===== src/rtl/pipe_int_mul_pkg.sv =====
// Shared constants and helpers for the pipelined integer multiplier response path.
package pipe_int_mul_pkg;

  localparam int PRODUCT_W          = 64;
  localparam int RESP_DEPTH_DEFAULT = 4;

  // Pointer width for a modulo-depth counter; never narrower than one bit.
  function automatic int ptr_w(input int depth);
    int w;
    w = $clog2(depth);
    return (w < 1) ? 1 : w;
  endfunction

endpackage


===== src/rtl/pipe_int_mul_resp_queue_if.sv =====
// Handshake bundle between the multiplier MP stage, the response queue and its consumer.
interface pipe_int_mul_resp_queue_if #(
  parameter int PW = 64
);
  // Both sides use val/rdy: a transfer happens on a rising clock edge where val
  // and rdy are both high; a producer holding val keeps its data stable until then.
  logic          mp_val;
  logic [PW-1:0] mp_product;
  logic          mp_rdy;
  logic          resp_val;
  logic          resp_rdy;
  logic [PW-1:0] resp_product;

  // master: multiplier plus consumer environment; slave: the queue itself.
  modport master (
    output mp_val, mp_product, resp_rdy,
    input  mp_rdy, resp_val, resp_product
  );

  modport slave (
    input  mp_val, mp_product, resp_rdy,
    output mp_rdy, resp_val, resp_product
  );

endinterface


===== src/rtl/pipe_int_mul_ptr_ctr.sv =====
// Modulo-DEPTH wrap counter used for the queue read and write pointers.
module pipe_int_mul_ptr_ctr
  import pipe_int_mul_pkg::*;
#(
  parameter int  DEPTH = RESP_DEPTH_DEFAULT,
  localparam int PTR_W = ptr_w(DEPTH)
) (
  input  logic             clk,
  input  logic             reset,
  input  logic             inc,
  output logic [PTR_W-1:0] ptr
);

  localparam logic [PTR_W-1:0] LAST = PTR_W'(DEPTH - 1);

  // Explicit compare so non power-of-2 depths wrap correctly.
  always_ff @(posedge clk or negedge reset) begin
    if (!reset) begin
      ptr <= '0;
    end else if (inc) begin
      ptr <= (ptr == LAST) ? '0 : ptr + PTR_W'(1);
    end
  end

endmodule


===== src/rtl/pipe_int_mul_resp_queue.sv =====
// In-order product queue behind the multiplier MP stage with val/rdy on both sides.
// Optional same-cycle pass-through when empty: define PIPE_MUL_RESP_BYPASS_EN.
module pipe_int_mul_resp_queue
  import pipe_int_mul_pkg::*;
#(
  parameter int  DEPTH = RESP_DEPTH_DEFAULT,
  parameter int  PW    = PRODUCT_W,
  localparam int CW    = $clog2(DEPTH + 1),
  localparam int PTR_W = ptr_w(DEPTH)
) (
  input  logic                       clk,
  input  logic                       reset,
  pipe_int_mul_resp_queue_if.slave   bus,
  output logic [CW-1:0]              count
);

  logic [PW-1:0]    mem [DEPTH];
  logic [PTR_W-1:0] wr_ptr;
  logic [PTR_W-1:0] rd_ptr;
  logic             empty;
  logic             full;
  logic             enq;
  logic             deq;

  assign empty = (count == '0);
  assign full  = (count == CW'(DEPTH));

  // mp_rdy comes from registered state only, so a pop while full frees space next cycle.
  assign bus.mp_rdy = ~full;

`ifdef PIPE_MUL_RESP_BYPASS_EN
  logic pass_thru;

  // reset gates the empty-queue path so outputs stay quiet while reset is held.
  assign pass_thru        = empty & reset & bus.mp_val & bus.resp_rdy;
  assign bus.resp_val     = ~empty | (reset & bus.mp_val);
  assign bus.resp_product = !empty                 ? mem[rd_ptr]    :
                            (reset & bus.mp_val)   ? bus.mp_product : '0;
  assign enq              = bus.mp_val & bus.mp_rdy & ~pass_thru;
  assign deq              = ~empty & bus.resp_rdy;
`else
  assign bus.resp_val     = ~empty;
  assign bus.resp_product = empty ? '0 : mem[rd_ptr];
  assign enq              = bus.mp_val & bus.mp_rdy;
  assign deq              = bus.resp_val & bus.resp_rdy;
`endif

  pipe_int_mul_ptr_ctr #(.DEPTH(DEPTH)) u_wr_ptr (
    .clk   (clk),
    .reset (reset),
    .inc   (enq),
    .ptr   (wr_ptr)
  );

  pipe_int_mul_ptr_ctr #(.DEPTH(DEPTH)) u_rd_ptr (
    .clk   (clk),
    .reset (reset),
    .inc   (deq),
    .ptr   (rd_ptr)
  );

  // Storage is deliberately not reset; count gates every read of it.
  always_ff @(posedge clk) begin
    if (enq) begin
      mem[wr_ptr] <= bus.mp_product;
    end
  end

  always_ff @(posedge clk or negedge reset) begin
    if (!reset) begin
      count <= '0;
    end else if (enq && !deq) begin
      count <= count + CW'(1);
    end else if (deq && !enq) begin
      count <= count - CW'(1);
    end
  end

endmodule


===== src/flat_wrapper.sv =====
// flat-port wrapper written by rule: the top's interface ports become plain ports
module pipe_int_mul_resp_queue_flat import pipe_int_mul_pkg::*;
#(
  parameter int  DEPTH = RESP_DEPTH_DEFAULT,
  parameter int  PW    = PRODUCT_W,
  localparam int CW    = $clog2(DEPTH + 1),
  localparam int PTR_W = ptr_w(DEPTH)
)
  (clk, reset, count, bus_mp_val, bus_mp_product, bus_resp_rdy, bus_mp_rdy, bus_resp_val, bus_resp_product);
  pipe_int_mul_resp_queue_if #(.PW(PW)) bus_i ();
  input  logic clk;
  input  logic reset;
  output logic [CW-1:0] count;
  input wire logic [$bits(bus_i.mp_val)-1:0] bus_mp_val;
  input wire logic [$bits(bus_i.mp_product)-1:0] bus_mp_product;
  input wire logic [$bits(bus_i.resp_rdy)-1:0] bus_resp_rdy;
  output wire logic [$bits(bus_i.mp_rdy)-1:0] bus_mp_rdy;
  output wire logic [$bits(bus_i.resp_val)-1:0] bus_resp_val;
  output wire logic [$bits(bus_i.resp_product)-1:0] bus_resp_product;
  assign bus_i.mp_val = bus_mp_val;
  assign bus_i.mp_product = bus_mp_product;
  assign bus_i.resp_rdy = bus_resp_rdy;
  assign bus_mp_rdy = bus_i.mp_rdy;
  assign bus_resp_val = bus_i.resp_val;
  assign bus_resp_product = bus_i.resp_product;
  pipe_int_mul_resp_queue #(.DEPTH(DEPTH), .PW(PW)) u_core (.clk(clk), .reset(reset), .bus(bus_i), .count(count));
endmodule

===== config.mk =====
export PLATFORM = sky130hd
export DESIGN_NAME = pipe_int_mul_resp_queue_flat
export DESIGN_NICKNAME = d
export VERILOG_FILES = /design/src/rtl/pipe_int_mul_pkg.sv /design/src/rtl/pipe_int_mul_resp_queue_if.sv /design/src/rtl/pipe_int_mul_ptr_ctr.sv /design/src/rtl/pipe_int_mul_resp_queue.sv /design/src/flat_wrapper.sv
export SDC_FILE = /design/constraint.sdc
export NUM_CORES = 1
export LEC_CHECK = 0
export CORE_MARGIN = 8
export CORE_UTILIZATION = 30
export CTS_BUF_LIST = sky130_fd_sc_hd__clkbuf_4
export CTS_CLUSTER_SIZE = 30
export DETAILED_ROUTE_END_ITERATION = 16
export PLACE_DENSITY = 0.52
export SYNTH_ARGS = -nofsm -noshare
export SYNTH_HDL_FRONTEND = slang
export SYNTH_SLANG_ARGS = --single-unit

===== constraint.sdc =====
create_clock -name clk -period 3.67 [get_ports clk]
set_input_delay 0.9175 -clock clk [delete_from_list [all_inputs] [get_ports clk]]
set_output_delay 0.9175 -clock clk [all_outputs]
set_load 0.02 [all_outputs]

## Word level (Yosys, flattened, before mapping)

Memory sizes are Yosys's and may differ from the RTL's.
Cells that the tools add are included.

- Flip-flop bits (word level): 7
- Memory bits (writable): 256
- Input port bits: 68
- Output and inout bits: 69
- Word-level logic and storage cells: 28
- Memories kept: 1

- Add/subtract/negate cells: 4
- Equality and inequality tests: 3
- Mux-type cells: 7
- Bitwise logic cells: 4
- Reductions and logical operators: 6

Memories:

| name | depth | width | rd ports | clocked after memory_dff | wr ports | RTL line | RTL |
|---|---|---|---|---|---|---|---|
| u_core.mem | 4 | 64 | 1 | 0 | 1 | pipe_int_mul_resp_queue.sv:17 | `logic [PW-1:0] mem [DEPTH];` |

Operators with widths:

| cell | number |
|---|---|
| 64-bit 2-to-1 mux | 1 |
| 3-bit 2-to-1 mux | 2 |
| 2-bit by 1-bit adder with 2-bit output (second input constant) | 2 |
| 2-bit equality test (second input constant) | 2 |
| 2-bit 2-to-1 mux | 2 |
| 3-bit by 1-bit adder with 3-bit output (second input constant) | 1 |
| 3-bit equality test (second input constant) | 1 |
| 3-bit zero test | 1 |
| 3-bit by 1-bit subtractor with 3-bit output (second input constant) | 1 |
| 1-bit AND | 2 |
| 1-bit logical AND | 2 |
| 1-bit zero test | 2 |
| 1-bit 2-to-1 mux | 2 |
| 1-bit NOT | 2 |
| 2-bit nonzero test | 1 |

## Logic depth before layout (Yosys ltp)

Gate-level depths: netlist (run 1).

- Depth after elaboration: 7
- Gate-level depth with buffers: 8
- Gate-level depth less buffers: 8

## By module

A second synthesis (run 1) with hierarchy kept.

- Cells, all modules: 438
- Area total of the unflattened synthesis: 10123.5 µm²

By module, submodules not included:

| module | instances | cells each | area an instance (µm²) | sequential area each (µm²) |
|---|---|---|---|---|
| pipe_int_mul_resp_queue | 1 | 426 | 9945.8 | 7762.4 |
| pipe_int_mul_ptr_ctr | 2 | 6 | 88.8 | 50.0 |

## Worst setup path before layout (run 1)

No wires, ideal clock.

- Kind: input -> register
- Start: input port bus_mp_val
- End: memory u_core.mem[1][0] (enable)
- Library setup time: 429 ps
- Arrival time: 2820 ps
- Data required time: 3241 ps
- Slack: 421 ps
- Stages on the path: 2
- Path buffers: 0
- Path through: a21boi_1 > and2_1

- Cells in the longest elaborated chain, start to end: 3

RTL lines:

| element | RTL line | RTL |
|---|---|---|
| from (decl) | flat_wrapper.sv:14 | `input wire logic [$bits(bus_i.mp_val)-1:0] bus_mp_val;` |
| 1-bit AND | pipe_int_mul_resp_queue.sv:44 | `assign enq = bus.mp_val & bus.mp_rdy;` |
| 1-bit 2-to-1 mux | pipe_int_mul_resp_queue.sv:64 | `if (enq) begin` |
| 1-bit 2-to-1 mux (implied by the code) | pipe_int_mul_resp_queue.sv:65 | `mem[wr_ptr] <= bus.mp_product;` |
| to (decl) | pipe_int_mul_resp_queue.sv:17 |  |

No other way between the ends.

## Worst setup path in the final report (run 1)

- Start: register u_core.u_rd_ptr.ptr[0]
- End: output port bus_resp_product[49]

- Cells in the longest elaborated chain, start to end: 2

RTL lines:

| element | RTL line | RTL |
|---|---|---|
| from (decl) | pipe_int_mul_ptr_ctr.sv:11 | `output logic [PTR_W-1:0] ptr` |
| from (signal assigned) | pipe_int_mul_ptr_ctr.sv:21 | `ptr <= (ptr == LAST) ? '0 : ptr + PTR_W'(1);` |
| memory read 4 x 64 bit | n/a |  |
| 64-bit 2-to-1 mux | pipe_int_mul_resp_queue.sv:43 | `assign bus.resp_product = empty ? '0 : mem[rd_ptr];` |
| to (decl) | flat_wrapper.sv:19 | `output wire logic [$bits(bus_i.resp_product)-1:0] bus_resp_product;` |

No other way between the ends.

==> results of run 1 <==
==> metrics by stage <==
step,setup TNS [ns],area [um2]
global placement,0,12100
floorplan,0,10100
CTS,-2.12,13100
detailed placement,0,12100
global route,-0.376,13200
finish,0,13200
==> flip-flops by register name, summed over array words and instances, names as in the netlist <==
name,count
u_core.count,3
u_core.u_wr_ptr.ptr,2
u_core.u_rd_ptr.ptr,2
u_core.mem,256
==> cell usage after synthesis <==
cell	number
xor2_1	2
and2_1	68
dfrtp_1	7
ha_1	6
nor2_1	4
inv_1	3
buf_2	8
mux4_2	64
edfxtp_1	256
fa_1	1
clkbuf_1	8
xnor2_1	1
buf_6	5
or3_1	1
a21boi_1	1
mux2_2	5
nand2_1	2
==> routing by layer <==
layer  routed length [um]  global-route usage [%]
met1                 9550                    13.7
met2                11100                    18.9
met3                 1590                    4.46
met4                  361                    3.76
met5                    0                       0
==> worst max-delay path: stages (launching register included) <==
cell	delay (ns)
dfrtp_4	0.51
buf_16	0.24
mux4_2	0.54
and2_1	0.18
clkdlybuf4s50_1	0.54
==> cells in the final DEF (no fill, tap or decap), types with 3 or more instances in the layout <==
master	n
clkbuf_4	97
dfrtp_1	5
mux2_2	5
dlymetal6s2s_1	35
clkinv_1	18
and2_1	64
nor2_1	4
and2_4	4
edfxtp_1	256
inv_1	3
buf_16	3
clkdlybuf4s50_1	101
buf_4	5
mux4_2	64
ha_1	6
buf_12	8
clkinv_2	6
==> power breakdown <==
group          switching [W]  leakage (nW)  total (W)  internal, W
clock network        0.00119         0.529    0.00250      0.00132
logic                0.00231          1.72    0.00459      0.00227
registers           0.000177          2.43    0.00415      0.00397
total                0.00368          4.67     0.0112      0.00756
==> cell type report <==
type                            instances  area [um2]
Inverter                                3        11.3
Multi-Input combinational cell        155        2090
Timing Repair Buffer                  153        1740
Clock buffer                           97         728
Antenna cell                            1        2.50
Tap cell                              448         561
Clock inverter                         31         168
Fill cell                            3078       20100
Sequential cell                       263        7870
==> logic make-up (layout without fill, tap and decap cells) <==
| family | count (synthesis) | in the layout | synth area share, % |
|---|---|---|---|
| flops | 263 | 263 | 78.0 |
| buf+inv | 24 | 284 | 1.37 |
| fa+ha+maj | 7 | 7 | 0.943 |
| other cells | 0 | 1 | 0 |
| mux | 69 | 69 | 14.9 |
| simple gates | 75 | 75 | 4.51 |
| compound gates | 1 | 1 | 0.0745 |
| xor+xnor | 3 | 3 | 0.261 |
==> how the worst max path moves through the flow <==
stage                     slack, ns  cells after the start                         end
final                          0.11                      4        bus_resp_product[49]
after global routing          -0.05                      4        bus_resp_product[24]
after CTS                     -0.08                      4        bus_resp_product[49]
after detailed placement       0.55                      4        bus_resp_product[49]
after global placement         0.57                      4        bus_resp_product[49]
after floorplan                0.42                      2  u_core.mem[1][0]$_DFFE_PP_
==> repair_timing <==
action	4_1_cts	5_1_grt
gates resized for setup	3	43
endpoints found under the setup margin	64	64
buffers inserted	1	2
cloned	1	0
==> impl_metrics.ini, run 1 <==
[layout]
area_growth_pct = 30.7
final_util_pct = 39.6
nets = 725
drive_above_1_share_pct = 28.9
final_cells = 1151

[worst_setup_path]
cp.arrival_ns = 2.65
r2r_start = u_core.count[0]$_DFFE_PN0P_
cp_data_required_time_ns = 2.75
reg2reg_to = u_core.count[2]$_DFFE_PN0P_
critPathLaunchType = flop
cp_max_fo = 23
path_class = reg -> out
endpoint_kind = primary output
r2r_slack_ns = 0.99
cp-startpoint = u_core.u_rd_ptr.ptr[0]$_DFFE_PN0P_
r2r_cells = 9

[timing]
clock.fmax_mhz = 281
hold_viol_final = 0
slew_violations = 0
slew_headroom_pct = 67.5
setup_viol_count_final = 0
grt_setup_unrepaired = true
holdWs_ns = 0.565
setup_ws_ns = 0.105
period_minus_slack_ns = 3.56
tightestPinTransition_ns = 0.488
finalCritPeriodShare_pct = 97.1
finClkSkew_ns = 0.0355

[run]
drv_cap = 0

[detailed_routing]
vias_per_cell = 4.41
vias = 5079
drt-initial-drc-count = 158
routedWlPerCell_um = 19.7
ant_nets = 0
drcViolationCount = 0
first_pass_iters = 4
wl_mm = 22.6

[grt]
antenna_found_initial = 1
grt_first_pass_wirelength_mm = 33.9
grt_max_degree = 67
grt.total_usage_pct = 11.5
globalRouteOverflowTotal = 0
grt_pass1_vias = 5798

[floorplanning]
core.rowCount = 67
die_w_um = 199
ioPinCount = 137
start_util_pct = 30.3
die_h_um = 199
dieArea_um2 = 39700
design.core.area_um2 = 33300

[hold_path]
hold_path_class = reg -> reg
hold_end = u_core.count[2]$_DFFE_PN0P_
hp-start = u_core.count[2]$_DFFE_PN0P_
hold_path_depth = 1

[clock_tree]
clk_path_buf_depth = 3
clkSinkCount = 263
clkLatencyLatePin_ns = 0.65
cts_max_level = 3
numCtsBuffers = 74
path_clk_slew_ns = 0.06
tritoncts = done
postCtsHoldBufs = 0
root_buffer = clkbuf_4

[placement]
place_ws_ns = 0.547
place_inst = 1018
io_buffer_count = 136
hpwl_mm = 13.1
globalplace.congestion = 0.685

[power]
p_leak_nw = 4.67
pwr_density_cell_nw_per_um2 = 853
ir_worst_vdd_v = 0.000577
total_power_w = 0.0112

[yosys]
synth_area_um2 = 10100
syn_area_per_cell_um2 = 22.8
yosysWarnings = 0
ys_seq_area_share_pct = 78.0
syn_nets = 517
synth_top_area_cell = edfxtp_1
synth.area.top_cells = edfxtp_1 (76%), mux4_2 (14%), and2_1 (4.2%), dfrtp_1 (1.7%), ha_1 (0.74%)
ys_types = 17
synthCells = 442
ys_seq_elements = 263
synth_top_area_share_pct = 76.3

[status]
status = completed
(Power assumes the default switching activity.)
==> run 2: changes to the inputs <==
--- a/config.mk
+++ b/config.mk
@@ -11,6 +11,7 @@
 export CTS_CLUSTER_SIZE = 30
 export DETAILED_ROUTE_END_ITERATION = 16
 export PLACE_DENSITY = 0.52
+export SLEW_MARGIN = 20
 export SYNTH_ARGS = -nofsm -noshare
 export SYNTH_HDL_FRONTEND = slang
 export SYNTH_SLANG_ARGS = --single-unit
==> constraint.sdc (replaced) <==
create_clock -name clk -period 3.67 [get_ports clk]
set_input_delay 0.734 -clock clk [delete_from_list [all_inputs] [get_ports clk]]
set_output_delay 0.734 -clock clk [all_outputs]
set_load 0.02 [all_outputs]
==> run 2 against run 1 <==
Net effect:
- via count about the same
- non-clock buffer count did not move
- die area is the same
- core utilization decreased by 0.48 points
- first-iteration DRC count is 6.3% lower
- maximum frequency grew 3.8%
- clock power hardly changed
- clock skew decreased by 0.0031 ns
- total power fell by 0.13%
- sequential share of layout area grew 0.73 points
- routed wire length is 0.67% lower
- flip-flop and latch count stayed put
- critical endpoint is now bus_resp_product[20]
- highest routed layer unchanged
==> impl_metrics.ini, run 2 (synthesized netlist as in run 1, its figures left out) <==
[layout]
design_area_um2 = 13000
reg.largest.list = u_core.mem x256, u_core.count x3
area_growth_pct = 29.1
layout_common_cells = edfxtp_1 (256), clkdlybuf4s50_1 (136), clkbuf_4 (102)
nets = 723
final_common_cell = edfxtp_1
regMostFlops = u_core.mem
largest_reg_flops = 256
drive_above_1_share_pct = 28.8
fillers = 3076
final_util_pct = 39.1
final_cells = 1146

[worst_setup_path]
endpoint_kind = primary output
r2r_start = u_core.count[0]$_DFFE_PN0P_
cp_max_fo = 38
critPathLaunchType = flop
cp.arrival_ns = 2.70
cp-startpoint = u_core.count[0]$_DFFE_PN0P_
path_class = reg -> out
cp_data_required_time_ns = 2.94

[power]
seq_power_share_pct = 37.3
comb_power_share_pct = 40.4
p_clk_share_pct = 22.2
p_leak_nw = 4.29
swShare_pct = 32.3
ir_worst_vdd_v = 0.000541
switching_power_w = 0.00363
pwr_density_cell_nw_per_um2 = 862
p_int_w = 0.00760

[clock_tree]
postCtsHoldBufs = 0
tritoncts = done
cts_max_level = 3
clkSinkCount = 263
path_clk_slew_ns = 0.06
root_buffer = clkbuf_4
clk_path_buf_depth = 3
numCtsBuffers = 72
clkLatencyLatePin_ns = 0.65

[floorplanning]
dieArea_um2 = 39700
core.rowCount = 67
design.core.area_um2 = 33300
die_h_um = 199
die_w_um = 199
ioPinCount = 137
start_util_pct = 30.3

[detailed_routing]
routedWlPerCell_um = 19.6
ant_nets = 0
vias = 5080
wl_mm = 22.5
drcViolationCount = 0
drt-initial-drc-count = 148
vias_per_cell = 4.43
first_pass_iters = 4

[placement]
io_buffer_count = 136
globalplace.congestion = 0.647
place_inst = 1019
dpl_cell_area_um2 = 12100
hpwl_mm = 13.3

[grt]
grt.total_usage_pct = 11.6
globalRouteOverflowTotal = 0
grt_first_pass_wirelength_mm = 34.3
grt_pass1_vias = 5860
antenna_found_initial = 1
grt_max_degree = 41

[timing]
grt_setup_unrepaired = false
setup_viol_count_final = 0
finClkSkew_ns = 0.0325
slew_headroom_pct = 67.6
tightestPinTransition_ns = 0.485
period_minus_slack_ns = 3.43
hold_viol_final = 0
finalCritPeriodShare_pct = 93.6
setup_tns_ns = 0
slew_violations = 0
clock.fmax_mhz = 291

[status]
status = completed

[run]
drv_cap = 0

[hold_path]
hold_path_class = in -> async
## run 2: area by class of cell
cell class	instances	area [um2]	area share, %
Sequential cell	263	7870	60.5
Multi-Input combinational cell	155	2100	16.1
Timing Repair Buffer	153	1600	12.3
Clock buffer	102	766	5.88
Tap cell	448	561	4.31
Clock inverter	21	110	0.846
Inverter	3	11.3	0.0865
Antenna cell	1	2.50	0.0192
## run 2: power by group through the flow
stage	registers, W	logic [W]	clock network (W)
after CTS	0.00420	0.00471	0.00263
after global placement	0.00430	0.00453	0
after floorplan	0.00419	0.00266	0
after detailed placement	0.00435	0.00454	0
after global routing	0.00425	0.00490	0.00278
final	0.00419	0.00454	0.00249
## run 2: worst paths after layout
path | end | slack [ns] | cells after the start
min in group clk | u_core.count[2]$_DFFE_PN0P_ | 0.57 | 1
max in group asynchronous | u_core.u_rd_ptr.ptr[0]$_DFFE_PN0P_ | 2.94 | 1
min reg2reg | u_core.count[2]$_DFFE_PN0P_ | 0.57 | 1
min | u_core.count[0]$_DFFE_PN0P_ | 0.39 | 1
max | bus_resp_product[20] | 0.24 | 4
max reg2reg | u_core.count[2]$_DFFE_PN0P_ | 1.17 | 8
## run 2: what timing repair did
action,CTS,global route
setup buffers,3,0
endpoints found under the setup margin,63,0
resized for setup,1,0
## run 2: per-layer routing
metal,vias up,GRT usage [%],routed length (um)
met5,-,0,0
met4,0,4.42,357
met3,33,4.50,1670
met2,146,19.0,11200
met1,2630,13.7,9290
li1,2271,-,-
## run 2: through the flow
step / power (W) / hold slack [ns] / worst slack [ns]
after floorplan: 0.00684 / 0.438 / 0.605
after global placement: 0.00883 / 0.519 / 0.590
after detailed placement: 0.00889 / 0.551 / 0.567
after CTS: 0.0116 / 0.301 / 0.0553
after global routing: 0.0119 / 0.334 / 0.0449
final: 0.0112 / 0.385 / 0.236
## run 2: worst max-delay path: stages (launching register included)
cell and delay, ns:
dfrtp_1 0.46, or3_4 0.59, buf_12 0.26, and2_1 0.18, clkdlybuf4s50_1 0.55
==> run 3: changes to the inputs <==
--- a/config.mk
+++ b/config.mk
@@ -5,7 +5,6 @@
 export SDC_FILE = /design/constraint.sdc
 export NUM_CORES = 1
 export LEC_CHECK = 0
-export CORE_MARGIN = 8
 export CORE_UTILIZATION = 30
 export CTS_BUF_LIST = sky130_fd_sc_hd__clkbuf_4
 export CTS_CLUSTER_SIZE = 30
==> run 3 against run 2 <==
Net effect:
- critical endpoint is now bus_resp_product[46]
- via count grew 0.81%
- cell count shrank 0.70%
- critical path depth is the same
==> impl_metrics.ini, run 3 (synthesized netlist as in run 1, its figures left out) <==
[detailed_routing]
first_pass_iters = 4
wl_mm = 21.8
vias_per_cell = 4.50
drt-initial-drc-count = 151
routedWlPerCell_um = 19.2
vias = 5121
ant_nets = 0
drcViolationCount = 0

[floorplanning]
dieArea_um2 = 34300
die_h_um = 185
start_util_pct = 30.7
design.core.area_um2 = 32800
core.rowCount = 66
ioPinCount = 137
die_w_um = 185

[power]
pwr_density_cell_nw_per_um2 = 863
p_leak_nw = 4.26
ir_worst_vdd_v = 0.000385

[timing]
slew_headroom_pct = 56.3
finClkSkew_ns = 0.0379
finalCritPeriodShare_pct = 94.4
setup_viol_count_final = 0
hold_viol_final = 0
setup_ws_ns = 0.204
setup_tns_ns = 0
grt_setup_unrepaired = false
period_minus_slack_ns = 3.47
tightestPinTransition_ns = 0.654
clock.fmax_mhz = 289
slew_violations = 0

[layout]
final_common_cell = edfxtp_1
drive_above_1_share_pct = 28.1
final_cells = 1138
largest_reg_flops = 256
regMostFlops = u_core.mem
layout_common_cells = edfxtp_1 (256), clkdlybuf4s50_1 (136), clkbuf_4 (95)
nets = 720
reg.largest.list = u_core.mem x256, u_core.count x3
area_growth_pct = 28.8

[hold_path]
hold_path_class = in -> async

[clock_tree]
path_clk_slew_ns = 0.07
clkSinkCount = 263
clk_path_buf_depth = 3
numCtsBuffers = 71
root_buffer = clkbuf_4
postCtsHoldBufs = 0
tritoncts = done
cts_max_level = 3
clkLatencyLatePin_ns = 0.62

[grt]
grt_max_degree = 65
grt_first_pass_wirelength_mm = 32.3
grt.total_usage_pct = 12.9
grt_pass1_vias = 5781
globalRouteOverflowTotal = 0
antenna_found_initial = 5

[placement]
io_buffer_count = 136
globalplace.congestion = 0.687
hpwl_mm = 12.3
place_ws_ns = 0.485
place_inst = 1012

[worst_setup_path]
cp_num_buf_inv = 2
cp.arrival_ns = 2.73
r2r_slack_ns = 0.93
slowest_stage = mux4_2
critPathTopFamily = buffers and inverters
critPathLaunchType = flop
cp_max_fo = 43
r2r_start = u_core.count[2]$_DFFE_PN0P_
endpoint_kind = primary output
cp-startpoint = u_core.u_rd_ptr.ptr[0]$_DFFE_PN0P_
path_class = reg -> out
reg2reg_to = u_core.count[2]$_DFFE_PN0P_
cp_data_required_time_ns = 2.94
r2r_cells = 9
cp_cell_sequence = buf_16 -> mux4_2 -> and2_1 -> clkdlybuf4s50_1
max_stage_delay_ns = 0.63

[run]
drv_cap = 0

[status]
status = completed
-- run 3: repair_timing --
action	4_1_cts	5_1_grt
setup endpoints to repair	28	38
pin swaps	0	1
cloned	0	1
setup buffers	1	0
gates resized for setup	1	3
-- run 3: how the worst max path moves through the flow --
stage / endpoint / slack, ns / depth (start not counted)
after floorplan: u_core.mem[0][0]$_DFFE_PP_ / 0.60 / 2
after detailed placement: bus_resp_product[4] / 0.49 / 4
after global routing: bus_resp_product[46] / 0.005 / 4
after CTS: bus_resp_product[44] / 0.03 / 4
final: bus_resp_product[46] / 0.20 / 4
after global placement: bus_resp_product[61] / 0.52 / 4
-- run 3: per-stage QoR --
stage / hold WS [ns] / utilization (%) / total power (W) / cell area (um2)
floorplan: 0.438 / - / 0.00684 / 10100
global placement: 0.513 / 36.8 / 0.00873 / 12100
detailed placement: 0.536 / 36.8 / 0.00880 / 12100
CTS: 0.315 / 39.5 / 0.0114 / 13000
global route: 0.332 / 39.6 / 0.0119 / 13000
finish: 0.385 / 39.6 / 0.0112 / 13000
-- run 3: final cells by class --
| class | count | area [um2] |
|---|---|---|
| flip-flops and latches | 263 | 7870 |
| well taps | 442 | 553 |
| inverters | 3 | 11.3 |
| clock buffers | 95 | 713 |
| fillers | 3053 | 19800 |
| repair buffers | 150 | 1560 |
| clock inverters | 28 | 168 |
| diodes | 1 | 2.50 |
| multi-input cells | 156 | 2100 |
-- run 3: layer usage --
metal,global-route usage [%],share of wire [%]
met5,0,0.064
met4,4.40,1.1
met3,4.70,7.7
met2,21.2,49
met1,15.4,42
-- run 3: power breakdown --
part | switching, W | internal (W)
clock | 0.00115 | 0.00135
sequential | 0.000235 | 0.00397
combinational | 0.00226 | 0.00225
total | 0.00364 | 0.00757
